===== src/rtl/sram_arb_ctrl.sv =====
// sram_arb_ctrl: two-master arbiter splitting 32-bit requests into two wait-stated 16-bit async SRAM accesses.
// Define SRAM_ARB_RR_EN for round-robin arbitration; otherwise m0 wins every tie.
module sram_arb_ctrl #(
    parameter int AW = 20,
    parameter int WS = 1
) (
    input  logic          CLK,
    input  logic          RST,
    input  logic          m0_valid,
    output logic          m0_ready,
    input  logic          m0_we,
    input  logic [AW-2:0] m0_addr,
    input  logic [31:0]   m0_wdata,
    output logic          m0_rsp_valid,
    output logic [31:0]   m0_rdata,
    input  logic          m1_valid,
    output logic          m1_ready,
    input  logic          m1_we,
    input  logic [AW-2:0] m1_addr,
    input  logic [31:0]   m1_wdata,
    output logic          m1_rsp_valid,
    output logic [31:0]   m1_rdata,
    output logic [AW-1:0] mem_address,
    output logic          mem_wren,
    output logic          mem_rden,
    output logic [15:0]   data_in,
    input  logic [15:0]   data_out
);
    typedef enum logic [2:0] {IDLE, W_SETUP, W_PULSE, W_HOLD, R_PULSE, RESP} state_t;
    localparam logic [3:0] WS4 = 4'(WS);
    state_t state_q, state_d;
    logic id_q, id_d, we_q, we_d, half_q, half_d;
    logic [AW-2:0] addr_q, addr_d;
    logic [31:0] wdata_q, wdata_d, rdata0_q, rdata0_d, rdata1_q, rdata1_d;
    logic [3:0] cnt_q, cnt_d;
    logic [15:0] lo_q, lo_d, data_in_q, data_in_d;
    logic [AW-1:0] mem_address_q, mem_address_d;
    logic mem_wren_q, mem_wren_d, mem_rden_q, mem_rden_d;
    logic rsp0_q, rsp0_d, rsp1_q, rsp1_d;
    logic g1, accept, last_cnt;
`ifdef SRAM_ARB_RR_EN
    logic last_q;
    assign g1 = m1_valid & (~m0_valid | ~last_q);
    always_ff @(posedge CLK) last_q <= RST ? 1'b1 : (accept ? g1 : last_q);
`else
    assign g1 = m1_valid & ~m0_valid;
`endif
    assign m0_ready = (state_q == IDLE) & m0_valid & ~g1;
    assign m1_ready = (state_q == IDLE) & g1;
    assign accept = m0_ready | m1_ready;
    assign last_cnt = cnt_q == 4'd0;
    assign mem_address = mem_address_q;
    assign mem_wren = mem_wren_q;
    assign mem_rden = mem_rden_q;
    assign data_in = data_in_q;
    assign m0_rsp_valid = rsp0_q;
    assign m1_rsp_valid = rsp1_q;
    assign m0_rdata = rdata0_q;
    assign m1_rdata = rdata1_q;

    always_ff @(posedge CLK) begin
        if (RST) begin
            state_q <= IDLE;
            id_q <= 1'b0;
            we_q <= 1'b0;
            half_q <= 1'b0;
            addr_q <= '0;
            wdata_q <= '0;
            cnt_q <= '0;
            lo_q <= '0;
            rdata0_q <= '0;
            rdata1_q <= '0;
            mem_address_q <= '0;
            mem_wren_q <= 1'b0;
            mem_rden_q <= 1'b0;
            data_in_q <= '0;
            rsp0_q <= 1'b0;
            rsp1_q <= 1'b0;
        end else begin
            state_q <= state_d;
            id_q <= id_d;
            we_q <= we_d;
            half_q <= half_d;
            addr_q <= addr_d;
            wdata_q <= wdata_d;
            cnt_q <= cnt_d;
            lo_q <= lo_d;
            rdata0_q <= rdata0_d;
            rdata1_q <= rdata1_d;
            mem_address_q <= mem_address_d;
            mem_wren_q <= mem_wren_d;
            mem_rden_q <= mem_rden_d;
            data_in_q <= data_in_d;
            rsp0_q <= rsp0_d;
            rsp1_q <= rsp1_d;
        end
    end

    always_comb begin
        state_d = state_q;
        id_d = id_q;
        we_d = we_q;
        half_d = half_q;
        addr_d = addr_q;
        wdata_d = wdata_q;
        cnt_d = last_cnt ? 4'd0 : cnt_q - 4'd1;
        lo_d = lo_q;
        rdata0_d = rdata0_q;
        rdata1_d = rdata1_q;
        case (state_q)
            IDLE: if (accept) begin
                id_d = m1_ready;
                we_d = m1_ready ? m1_we : m0_we;
                addr_d = m1_ready ? m1_addr : m0_addr;
                wdata_d = m1_ready ? m1_wdata : m0_wdata;
                half_d = 1'b0;
                cnt_d = WS4;
                state_d = we_d ? W_SETUP : R_PULSE;
            end
            W_SETUP: begin
                cnt_d = WS4;
                state_d = W_PULSE;
            end
            W_PULSE: state_d = last_cnt ? W_HOLD : W_PULSE;
            W_HOLD: begin
                half_d = 1'b1;
                state_d = half_q ? RESP : W_SETUP;
            end
            // Half 1 reloads the strobe counter directly so the two read halves run back to back.
            R_PULSE: if (last_cnt) begin
                cnt_d = WS4;
                half_d = 1'b1;
                lo_d = data_out;
                rdata0_d = (half_q & ~id_q) ? {data_out, lo_q} : rdata0_q;
                rdata1_d = (half_q & id_q) ? {data_out, lo_q} : rdata1_q;
                state_d = half_q ? RESP : R_PULSE;
            end
            RESP: state_d = IDLE;
            default: state_d = IDLE;
        endcase
    end

    always_comb begin
        mem_wren_d = state_d == W_PULSE;
        mem_rden_d = state_d == R_PULSE;
        mem_address_d = {addr_d, half_d};
        data_in_d = half_d ? wdata_d[31:16] : wdata_d[15:0];
        rsp0_d = (state_d == RESP) & ~id_d;
        rsp1_d = (state_d == RESP) & id_d;
    end
endmodule


===== config.mk =====
export PLATFORM = sky130hd
export DESIGN_NAME = sram_arb_ctrl
export DESIGN_NICKNAME = d
export VERILOG_FILES = /design/src/rtl/sram_arb_ctrl.sv
export SDC_FILE = /design/constraint.sdc
export NUM_CORES = 1
export LEC_CHECK = 0
export BUFFER_PORTS_ARGS = -buffer_cell sky130_fd_sc_hd__buf_2
export CORE_ASPECT_RATIO = 1.4
export CORE_MARGIN = 2
export CORE_UTILIZATION = 45
export DETAILED_ROUTE_END_ITERATION = 10
export GPL_TIMING_DRIVEN = 0
export PLACE_DENSITY = 0.77
export SLEW_MARGIN = 25
export SYNTH_ARGS = -nofsm -noshare
export SYNTH_HDL_FRONTEND = slang
export SYNTH_SLANG_ARGS = --single-unit

===== constraint.sdc =====
create_clock -name CLK -period 1.9 [get_ports CLK]
set_clock_uncertainty 0.2 [all_clocks]
set_input_delay 0.285 -clock CLK [delete_from_list [all_inputs] [get_ports CLK]]
set_output_delay 0.285 -clock CLK [all_outputs]
set_load 0.02 [all_outputs]

==> metrics.yaml, run 1 <==
r2r_cells: 8
met3_usage_pct: 5.949
grt_setup_unrepaired: "yes"
pwr_density_cell_mw_per_mm2: 984.2
clkLatencyLatePin_ns: 0.42
cts.htree.levels: 4
status: "finished with violations"
grt_pass1_vias: 5813
final_common_cell: "buf_2"
cp.required_ns: 1.99
r2r_setup_slack_ns: -0.07
fin_cells: 1184
synth-compound-area-share_pct: 13.29
hold_path_class: "in -> reg"
syn_nets: 808
grt.overflow.total: 0
boundaryPins: 230
grt_usage_pct: 24.82
synth_async_sr_flop_share_pct: 0
r2r_start: "state_q[2]"
cp_num_buf_inv: 4
cts_buffers: 17
die_area_mm2: 0.01504
criticalPathCategory: "reg -> reg"
first_pass_iters: 5
p_total_uw: 9309
die_y_um: 144.3
syn_inst: 682
cts_tree: "built"
cts.sinks: 160
ys_types: 45
cts_buffer_depth: 2
synth_top_family_by_area: "simple AND/OR/NAND/NOR gates"
start_kind: "flop"
use_met1_pct: 26.47
wire_per_inst_um: 16.66
grt_max_degree: 20
place_congestion: 0.8343
synth_edf_count: 0
placed_area_mm2: 0.007736
max_stage_delay_ns: 0.40
layout_setup_ws_ns: -0.06967
crit_family: "buffers and inverters"
final_cell_area_mm2: 0.009459
drc: 0
end_kind: "flop"
yosys.area_share.adder_pct: 0.3954
worstMarginPinSlew_ns: 0.7595
finalSetupViolCount: 55
antenna_cells: 0
nets: 1112
routed_wl_um: 19720
synthFlopType: "dfxtp_1"
dp_hpwl_um: 13100
whs_endpoint: "addr_q[14]"
vias_per_cell: 5.104
hold_viol: 0
avgSynthCellArea_um2: 9.279
slowest_stage: "dfxtp_4"
num_vias: 6043
synth_seq_cells: 160
synth_seq_area_share_pct: 50.61
cp_cell_sequence: "buf_4 -> nor3b_4 -> buf_4 -> nand4_1 -> buf_6 -> buf_6 -> mux2i_1 -> nor2_1"
drive_gt1_share_pct: 41.54
core.rowCount: 51
synth_xor_area_share_pct: 0.4152
synthMuxAreaShare_pct: 13.29
violations: "negative setup slack"
clk_pin_slew_ns: 0.07
period_share_pct: 103.7
pre_cts_ws_ns: -0.5347
relSlewSlack_pct: 49.37
synth_simple_gate_area_share_pct: 16.13
fmax_ghz: 0.5077
finalCriticalPeriod_ns: 1.970
path_max_fanout: 10
start_util_pct: 45.70
use_met2_pct: 47.09
dp.cells: 1096
place.port_buffers: 229
min_from: "m0_addr[14]"
cp.arrival_ns: 2.06
dr.first_iter.drc_count: 223
ys_warn_count: 0
die_w_um: 104.2
netlist_area_mm2: 0.006329
syn2layout_area_growth_pct: 49.47
grt_pass1_wl_um: 29340
core_region_area_mm2: 0.01385
grt_busiest_layer: "met2"
antenna_found_initial: 0
clockRootBuffer: "clkbuf_16"
timing.rr.end: "m1_rdata[14]"
drtAntennaViolNets: 0
maxCapViolCount: 0
peakVddDrop_uv: 554.7
slew_viol_final: 0
p_leak_uw: 0.004538
worstHoldPathCells: 3
layout.cells.most_common_list: "buf_2 (232), dfxtp_1 (156), nor2_1 (91)"
kinds of logic (layout without fill, tap and decap cells):
group / count (synthesis) / count (layout)
compound gates: 126 / 126
xor+xnor: 3 / 3
fa+ha+maj: 2 / 2
buf+inv: 75 / 391
flops: 160 / 160
mux: 82 / 82
simple gates: 234 / 235
layout make-up:
type                    count  area, µm²
plain buffers              45      347.8
clock buffers              17      425.4
inverters                  23      86.33
flip-flops and latches    160       3213
fillers                  1082       4388
clock inverters            15      160.2
multi-input cells         448       3216
well taps                 185      231.5
repair buffers            291       1779
how the worst max path moves through the flow:
stage / from / endpoint / slack [ns] / cells after the start
detailed placement: m0_valid / m1_ready / -0.53 / 8
global route: state_q[2] / m1_rdata[14] / -0.17 / 8
global placement: m0_valid / m1_ready / -0.52 / 8
finish: state_q[2] / m1_rdata[14] / -0.07 / 8
CTS: state_q[2] / data_in[4] / -0.13 / 8
floorplan: state_q[0] / data_in[10] / -0.002 / 7
tightest hold or removal path, cell delays in order:
cell and delay, ns:
buf_2 0.09, mux2i_1 0.12, a211oi_1 0.08
sequential cells by signal (all words and copies together), names as in the netlist:
register      cells
m1_rsp_valid      1
mem_address       1
wdata_q          32
mem_rden          1
addr_q           19
m1_rdata         32
data_in          16
cnt_q             4
state_q           3
mem_wren          1
id_q              1
m0_rsp_valid      1
m0_rdata         32
lo_q             16
per-layer routing:
| layer | up-vias | wire length [µm] |
|---|---|---|
| met5 | - | 0 |
| met4 | 0 | 416 |
| met3 | 27 | 963 |
| met2 | 198 | 10630 |
| met1 | 2891 | 7712 |
| li1 | 2927 | - |
through the flow:
stage          setup TNS [ns]  util (%)  hold WS [ns]
6_report               -1.052     68.31       0.01791
5_1_grt                -7.255     68.31      0.006928
4_1_cts                -2.862     64.75      0.003641
3_5_place_dp           -36.48     55.87        0.2470
3_3_place_gp           -34.89     55.87        0.2391
2_1_floorplan        -0.01270         -        0.2210
Yosys cell counts (3+ instances only):
library cell  count  share of area, %
dfxtp_1         160                51
nand2_1         100               5.9
nor2_1           91               5.4
a21oi_1          67               5.3
mux2i_1          66                10
clkbuf_1         24               1.4
inv_1            22               1.3
nor2b_1          21               2.1
a211oi_1         18               2.1
buf_2            17               1.3
mux2_2           16               2.8
o221ai_1         15               2.1
a22oi_1           9               1.1
a22oi_2           7               1.4
buf_4             5              0.59
nor3_1            5              0.40
buf_6             3              0.53
xnor2_1           3              0.42
repair_timing:
item                                    4_1_cts  5_1_grt
hold endpoints to repair                     66        0
setup buffers                                16       11
gates resized for setup                      42      121
pin swaps                                    11       26
cloned                                        2        1
endpoints found under the setup margin      111      127
hold buffers                                 34        0
power by group:
part | total, µW | switching, µW | internal (µW) | leakage (µW)
Combinational | 2120 | 1140 | 982 | 0.00294
Clock | 3350 | 1580 | 1770 | 0.000286
Sequential | 3840 | 175 | 3660 | 0.00131
Total | 9310 | 2900 | 6410 | 0.00454
Note: power is estimated with default switching activity, not from simulation.
==> run 2, diff against run 1 <==
ABC_AREA = 1   (was not set)
PLACE_DENSITY = 0.85   (was 0.77)
==> metrics.yaml, run 2 <==
status: "complete, no violations"
hold_path_class: "in -> reg"
grt_pass1_wl_um: 33750  # +15%
path_max_fanout: 3  # -7
synthTopCellsByCount: "nand2_1 (204), dfxtp_1 (160), nor2_1 (154), o21ai_0 (92), inv_1 (69)"
grt_pass1_vias: 7060  # +21%
finalSetupViolCount: 0  # -100%
place.port_buffers: 229  # unchanged
drive_gt1_share_pct: 27.09  # -14 points
die_w_um: 105.5  # +1.2%
criticalPathCategory: "reg -> out"
place_congestion: 0.9037  # +8.3%
die_y_um: 146.1  # +1.2%
drtAntennaViolNets: 0  # unchanged
syn_nets: 1030  # +27%
start_kind: "flop"
p_leak_uw: 0.004750  # +4.7%
slew_viol_final: 0  # unchanged
grt_max_degree: 19  # -5.0%
grt_setup_unrepaired: "yes"
ys_top_cells_by_area: "dfxtp_1 (49%), nand2_1 (12%), nor2_1 (8.9%), o21ai_0 (7.1%), inv_1 (4.0%)"
cts.sinks: 160  # unchanged
cts_buffers: 17  # unchanged
r2r_cells: 7  # -1
peakVddDrop_uv: 540.2  # -2.6%
fmax_ghz: 0.5274  # +3.9%
drc: 0  # unchanged
layout.cells.most_common_list: "buf_2 (238), nand2_1 (202), dfxtp_1 (157)"
grt_usage_pct: 27.42  # +2.6 points
r2r_setup_slack_ns: 0.03  # +0.10 ns
dp_hpwl_um: 14930  # +14%
ys_types: 26  # -42%
end_kind: "output pin"
period_share_pct: 99.80  # -3.9 points
wire_per_inst_um: 15.30  # -8.2%
r2r_start: "state_q[1]"
cts_buffer_depth: 2  # unchanged
nets: 1335  # +20%
syn_inst: 904  # +33%
dr.first_iter.drc_count: 379  # +70%
fin_setup_tns_ns: 0  # +1.052 ns
first_pass_iters: 5  # unchanged
grt.overflow.total: 0  # unchanged
slowest_stage: "dfxtp_2"
start_util_pct: 46.42  # +0.72 points
hold_slack_ns: 0.01473  # -0.003177 ns
cts.htree.levels: 4  # unchanged
yosysMostFrequentCell: "nand2_1"
p_total_uw: 10510  # +13%
die_area_mm2: 0.01541  # +2.4%
synth_seq_cells: 160  # unchanged
boundaryPins: 230  # unchanged
netlist_area_mm2: 0.006487  # +2.5%
num_vias: 7236  # +20%
min_from: "m1_addr[18]"
syn2layout_area_growth_pct: 41.70
synth_area_leader_cell: "dfxtp_1"
synthFlopType: "dfxtp_1"
layout_setup_ws_ns: 0.003813  # +0.07348 ns
worstMarginPinSlew_ns: 0.5599  # -0.1996 ns
maxCapViolCount: 0  # unchanged
cts_tree: "built"
ys_warn_count: 0  # unchanged
clkLatencyLatePin_ns: 0.42  # about the same
synth_seq_area_share_pct: 49.37  # -1.2 points
routed_wl_um: 21540  # +9.2%
fill_cells: 1188  # +9.8%
whs_endpoint: "addr_q[18]"
cp.required_ns: 1.41  # -0.58 ns
synth_async_sr_flop_share_pct: 0  # unchanged
antenna_found_initial: 1  # +1
cp_cell_sequence: "nor2_4 -> nand2_2 -> nor2_4 -> buf_6 -> buf_6"
clk_pin_slew_ns: 0.06  # about the same
yosys.area.top_type_share_pct: 49.37  # -1.2 points
synth_edf_count: 0  # unchanged
avgSynthCellArea_um2: 7.176  # -23%
relSlewSlack_pct: 62.68  # +13 points
max_stage_delay_ns: 0.33  # -0.07 ns
cp.arrival_ns: 1.41  # -0.65 ns
worstHoldPathCells: 3  # unchanged
final_common_cell: "buf_2"
pre_cts_ws_ns: -0.1581  # +0.3766 ns
final_core_util_pct: 65.78  # -2.5 points
vias_per_cell: 5.139  # +0.69%
pwr_density_cell_mw_per_mm2: 1144  # +16%
hold_viol: 0  # unchanged
core_region_area_mm2: 0.01397  # +0.92%
finalCriticalPeriod_ns: 1.896  # -0.07348 ns
core.rowCount: 51  # unchanged
timing.rr.end: "m1_rdata[30]"
clockRootBuffer: "clkbuf_16"
run 2: worst max-delay path by stage:
| stage | endpoint | slack, ns | from | cells after the start |
|---|---|---|---|---|
| after floorplan | m0_rdata[11] | 0.21 | cnt_q[0] | 10 |
| after CTS | m1_ready | -0.008 | state_q[1] | 5 |
| after global routing | m1_rdata[30] | -0.06 | state_q[1] | 7 |
| after detailed placement | data_in[14] | -0.16 | m0_valid | 10 |
| after global placement | data_in[5] | -0.15 | m0_valid | 10 |
| final | m1_ready | 0.004 | state_q[1] | 5 |
run 2: area by class of cell:
type	count	area (µm²)	share of cell area, %
repair buffers	289	1742	18.95
diodes	1	2.502	0.02722
inverters	74	280.3	3.049
flip-flops and latches	160	3207	34.89
clock inverters	15	192.7	2.096
multi-input cells	609	2788	30.33
plain buffers	58	324.1	3.525
clock buffers	17	425.4	4.628
well taps	185	231.5	2.518
run 2: where the power goes:
part           internal (µW)  switching [µW]  leakage [µW]
combinational           1030            1880       0.00315
clock                   2010            1550      0.000295
sequential              3830             205       0.00131
total                   6880            3640       0.00475
run 2: logic make-up after synthesis:
group	count (synthesis)	share of synthesized area, %
xor gates and xnor gates	2	0.2701
DFF	160	49.37
buffers and inverters	135	8.583
AOI/OAI and AO/OA	153	12.65
and+or+nand+nor	452	28.74
adders and majority gates	2	0.3857
run 2: worst max-delay path: cells and delay by family (launching register included):
kind	cells	cell delay, ns
AND/OR/NAND/NOR	3	0.40
buffers and inverters	2	0.26
flip-flops	1	0.33
run 2: layer usage:
| layer | global-route usage, % | vias to the layer above | part of all wire, % |
|---|---|---|---|
| met2 | 48.94 | 323 | 51 |
| met3 | 6.786 | 76 | 7.3 |
| li1 | - | 3518 | - |
| met4 | 16.20 | 0 | 5.0 |
| met1 | 28.78 | 3319 | 36 |
| met5 | 0 | - | 0 |
run 2: through the flow:
| step | std cells | instance area [µm²] |
|---|---|---|
| 2_1_floorplan | 904 | 6487 |
| 3_3_place_gp | 1318 | 7865 |
| 3_5_place_dp | 1318 | 7865 |
| 4_1_cts | 1408 | 9141 |
| 5_1_grt | 1408 | 9193 |
| 6_report | 1408 | 9193 |
run 2: timing repair:
action	4_1_cts	5_1_grt
endpoints found under the hold margin	58	0
buffers inserted	6	1
hold buffers	53	0
pin swaps	6	3
gates resized for setup	27	28
endpoints found under the setup margin	91	86
